<file path="src/rtl/mem_feed_control.sv">
// mem_feed_control: per-lane address/enable generator streaming a num_row x num_col tile,
// either in lockstep or as a one-cycle-per-lane diagonal wavefront.
module mem_feed_control #(
    parameter int LANES  = 16,
    parameter int ADDR_W = 8,
    parameter int DIM_W  = 5
) (
    input  logic                      clk,
    input  logic                      reset,
    input  logic                      active,
    input  logic [ADDR_W-1:0]         base_addr,
    input  logic [ADDR_W-1:0]         stride,
    input  logic [DIM_W-1:0]          num_row,
    input  logic [DIM_W-1:0]          num_col,
    input  logic                      skew_en,
    input  logic                      reverse,
    output logic [LANES*ADDR_W-1:0]   out_addr,
    output logic [LANES-1:0]          out_en,
    output logic                      busy,
    output logic                      done
);
    typedef enum logic [1:0] {IDLE, RUN, FIN} state_t;
    localparam logic [DIM_W:0] ONE = (DIM_W+1)'(1);
    state_t state;
    logic [ADDR_W-1:0] base_q, stride_q, base_s, stride_s;
    logic [DIM_W-1:0] nrow_q, ncol_q, ncol_in, nrow_s, ncol_s;
    logic skew_q, rev_q, skew_s, rev_s, sel, zero_dim;
    logic [DIM_W:0] t_q, step, last;
    logic [LANES*ADDR_W-1:0] nxt_addr;
    logic [LANES-1:0] nxt_en;
    // Outside RUN the next outputs are step 0 of a run built from the live inputs,
    // so step-0 values appear on the same edge that accepts the start.
    assign sel      = state != RUN;
    assign ncol_in  = (num_col > DIM_W'(LANES)) ? DIM_W'(LANES) : num_col;
    assign zero_dim = num_row == '0 || ncol_in == '0;
    assign base_s   = sel ? base_addr : base_q;
    assign stride_s = sel ? stride : stride_q;
    assign nrow_s   = sel ? num_row : nrow_q;
    assign ncol_s   = sel ? ncol_in : ncol_q;
    assign skew_s   = sel ? skew_en : skew_q;
    assign rev_s    = sel ? reverse : rev_q;
    assign step     = sel ? '0 : t_q + ONE;
    assign last     = skew_s ? {1'b0, nrow_s} + {1'b0, ncol_s} - ONE : {1'b0, nrow_s};
    for (genvar i = 0; i < LANES; i++) begin : g_lane
        localparam logic [DIM_W:0] LI = (DIM_W+1)'(i);
        logic [DIM_W:0] off, k, r;
        assign off = skew_s ? LI : '0;
        assign k   = step - off;
        assign r   = rev_s ? {1'b0, nrow_s} - ONE - k : k;
        assign nxt_en[i] = LI < {1'b0, ncol_s} && step >= off && k < {1'b0, nrow_s};
        assign nxt_addr[i*ADDR_W +: ADDR_W] = nxt_en[i] ? base_s + ADDR_W'(r) * stride_s : '0;
    end
    always_ff @(posedge clk or posedge reset) begin
        if (reset) begin
            state    <= IDLE;
            t_q      <= '0;
            base_q   <= '0;
            stride_q <= '0;
            nrow_q   <= '0;
            ncol_q   <= '0;
            skew_q   <= 1'b0;
            rev_q    <= 1'b0;
            out_addr <= '0;
            out_en   <= '0;
            busy     <= 1'b0;
            done     <= 1'b0;
        end else if (sel) begin
            if (active) begin
                base_q   <= base_addr;
                stride_q <= stride;
                nrow_q   <= num_row;
                ncol_q   <= ncol_in;
                skew_q   <= skew_en;
                rev_q    <= reverse;
                t_q      <= '0;
                state    <= zero_dim ? FIN : RUN;
                out_addr <= zero_dim ? '0 : nxt_addr;
                out_en   <= zero_dim ? '0 : nxt_en;
                busy     <= !zero_dim;
                done     <= zero_dim;
            end else begin
                state    <= IDLE;
                out_addr <= '0;
                out_en   <= '0;
                busy     <= 1'b0;
                done     <= 1'b0;
            end
        end else if (step == last) begin
            state    <= FIN;
            out_addr <= '0;
            out_en   <= '0;
            busy     <= 1'b0;
            done     <= 1'b1;
        end else begin
            t_q      <= step;
            out_addr <= nxt_addr;
            out_en   <= nxt_en;
        end
    end
endmodule

</file>
<file path="config.mk">
export PLATFORM = sky130hd
export DESIGN_NAME = mem_feed_control
export DESIGN_NICKNAME = d
export VERILOG_FILES = /design/src/rtl/mem_feed_control.sv
export SDC_FILE = /design/constraint.sdc
export NUM_CORES = 1
export LEC_CHECK = 0
export CORE_AREA = 5 5 226 228
export DETAILED_ROUTE_END_ITERATION = 7
export DIE_AREA = 0 0 231 233
export PLACE_DENSITY = 0.73
export SYNTH_ARGS = -nofsm -noshare
export SYNTH_HDL_FRONTEND = slang
export SYNTH_SLANG_ARGS = --single-unit
</file>
<file path="constraint.sdc">
create_clock -name clk -period 12 [get_ports clk]
set_input_delay 3.6 -clock clk [delete_from_list [all_inputs] [get_ports clk]]
set_output_delay 3.6 -clock clk [all_outputs]
set_load 0.02 [all_outputs]
</file>
==> results.cfg <==
[status]
outcome = finished, final reports clean

[synth]
ys_seq_area_frac = 0.187
postSynthAreaPerCell_um2 = 9.06
synth_nets = 3206
syn-cell-area_mm2 = 0.0241
yosys_most_used_dff = dfrtp_1
synth-seq-cells = 180
ys_async_sr_fraction = 1.00
synth_edf_count = 0
yosysTopAreaCellShare = 0.192
yosys_warnings = 0
synth_cell_types = 88
synth_area_leaders = fa_1 (19%), dfrtp_1 (19%), ha_1 (14%)
synth_top_cell_by_area = fa_1
syn_inst = 2665

[detailed_routing]
drc = 0
via_per_inst = 5.57
drt_iter0_markers = 1579
vias = 19280
dr.pass1.iters = 6
wl_per_cell_um = 21.0
ant_nets = 0
wl_um = 72600

[setup_path]
cp.arrival_ns = 11.40
reg2reg_slack_ns = 3.00
worst-path-max-fanout = 9
timing.rr.start = state[0]
crit_path_start_kind = primary input
r2r_end = out_addr[95]
crit_type = in2reg
critPathMaxStageDelay_ns = 0.66
cp.required_ns = 12.34
ff2ff_path_depth = 30
end_kind = flop
worst_path_max_delay_cell = or2_1

[layout]
syn_to_final_growth_pct = 13.2
drive_above_1_share = 0.0662
final_area_mm2 = 0.0273
fin_nets = 3369
num_antenna_cells = 0

[placement]
postPlaceCellArea_mm2 = 0.0267
dp_hpwl_um = 57400
place_ws_ns = 0.656
gp_congestion = 0.988
port_buffers = 176

[min_path]
hold_start = ncol_q[0]
holdPathEnd = ncol_q[0]
hp-class = reg2reg
min_path_cells = 2

[grt]
grt_overflow = 0
antenna_found_initial = 0
grt_pass1_vias = 20106
track_usage = 0.278
grt_max_degree = 69
grt_pass1_wl_um = 114000

[floorplan]
coreArea_mm2 = 0.0486
die_area_mm2 = 0.0538
start_util = 0.496
die_w_um = 231
ioPinCount = 177
die_h_um = 233
rows = 81

[timing]
whs_ns = 0.505
fin_crit_sh = 0.922
layout_setup_ws_ns = 0.941
rsz0062_at_grt = false
worst_slew_pin_slew_ns = 1.21
hold_violations = 0
fin_tns_setup_ns = 0
clock_skew_ns = 0.0242
fin_crit_ns = 11.06
final_max_slew_viol_count = 0
slew_headroom = 0.191
max_freq_ghz = 0.0904
setup_viol = 0

[clocking]
cts_setup_buffers = 0
clk_pin_slew_ns = 0.07
cts_sinks = 180
cts_root_buffer = clkbuf_16
cts_tree = yes
clock_path_buffers = 2
ctsResizeCount = 0
clk_latency_ns = 0.50
cts_buffers = 17
hold_buffers = 0
htree_levels = 4

[flow_run]
maxCapViolCount = 0
cells in the final DEF, fill, tap and decap left out, types with 11 or more instances in the layout:
cell type and n:
xor2_1 56, nor2b_1 36, o21bai_1 28, a21oi_1 143, or2_2 35, ha_1 278, mux2i_4 11, buf_4 41
fa_1 232, a31oi_1 13, xnor3_1 16, nand3_1 18, a21o_1 65, mux2i_1 26, o21ai_0 82, nor3_1 32
nor2_1 336, nand2b_1 48, dfrtp_1 180, mux2_2 36, nand2_1 137, clkbuf_16 17, or3_1 11, clkdlybuf4s50_1 176
xnor2_1 203, inv_1 406, and2_1 19
metrics by stage:
step                      instances  utilization
after floorplan                2665            -
after global placement         3431        0.550
after detailed placement       3431        0.550
after CTS                      3463        0.562
after global routing           3463        0.562
final                          3463        0.562
worst max-delay path by stage:
stage                from            to  slack [ns]  cells past startpoint
3_5_place_dp   num_row[0]  out_addr[79]        0.66                     29
6_report       num_row[0]  out_addr[23]        0.94                     30
3_3_place_gp   num_row[0]  out_addr[23]        0.70                     30
5_1_grt        num_row[0]  out_addr[79]        0.53                     29
4_1_cts        num_row[0]  out_addr[23]        1.18                     30
2_1_floorplan  num_row[3]  out_addr[39]        1.64                     23
state kept, by name, indices dropped and copies added, names as in the netlist, 5 cells and up:
register and cells:
out_addr 128, out_en 16, base_q 8, stride_q 8
nrow_q 5, t_q 6, ncol_q 5
metal layers:
layer,wire [µm],global-route usage
met4,3900,0.133
met2,33400,0.449
met3,4240,0.0483
met1,31100,0.365
met5,0,0
cell usage after synthesis, types with 4 or more instances:
cell and instances:
ha_1 278, xnor2_1 203, or3_1 11, inv_1 407, o21ai_0 82, o211ai_1 7, buf_1 5, nand3b_1 4
o2111ai_1 4, nor2b_1 36, xor3_1 5, o22ai_1 4, a21o_1 65, xnor3_1 16, a311oi_1 4, clkbuf_1 37
and3_1 8, nand3_1 18, o21bai_1 28, and2_1 19, o21a_1 9, o31a_1 4, nand4_1 5, mux2i_1 36
a211oi_1 4, a21boi_0 5, mux2_2 36, nand2b_1 48, o21ai_1 5, nor2_1 336, a31oi_1 13, or2_2 35
nor4_1 4, buf_6 7, o211a_1 5, dfrtp_1 180, nand2_1 137, a21oi_1 143, fa_1 232, buf_2 22
xor2_1 56, nor3_1 32
critical path, delay by kind of cell:
| kind | cells | cell delay, ns |
|---|---|---|
| AND/OR/NAND/NOR | 7 | 1.58 |
| XOR/XNOR | 5 | 0.96 |
| buffers and inverters | 3 | 0.68 |
| AO/OA/AOI/OAI | 8 | 1.58 |
| adder cells (fa/ha/maj) | 7 | 2.99 |
kinds of logic (layout without fill, tap and decap cells):
group,count (synthesis),after routing,synth area share
AO/OA/AOI/OAI,410,410,0.107
multiplexers,79,79,0.0368
adder cells (fa/ha/maj),512,512,0.337
AND/OR/NAND/NOR,721,721,0.139
XOR/XNOR,281,281,0.114
flip-flops,180,180,0.187
buffers and inverters,482,658,0.0789
final cells by class:
class / count / area (µm²)
fill: 4321 / 21300
multi-input combinational: 2003 / 17800
sequential: 180 / 4500
timing repair buffer: 217 / 2070
inverter: 409 / 1540
tap: 622 / 778
clock buffer: 19 / 433
clock inverter: 13 / 149
Power is not shown: default switching activity piles up to over one toggle a cycle in this logic, so the estimate is an artifact.
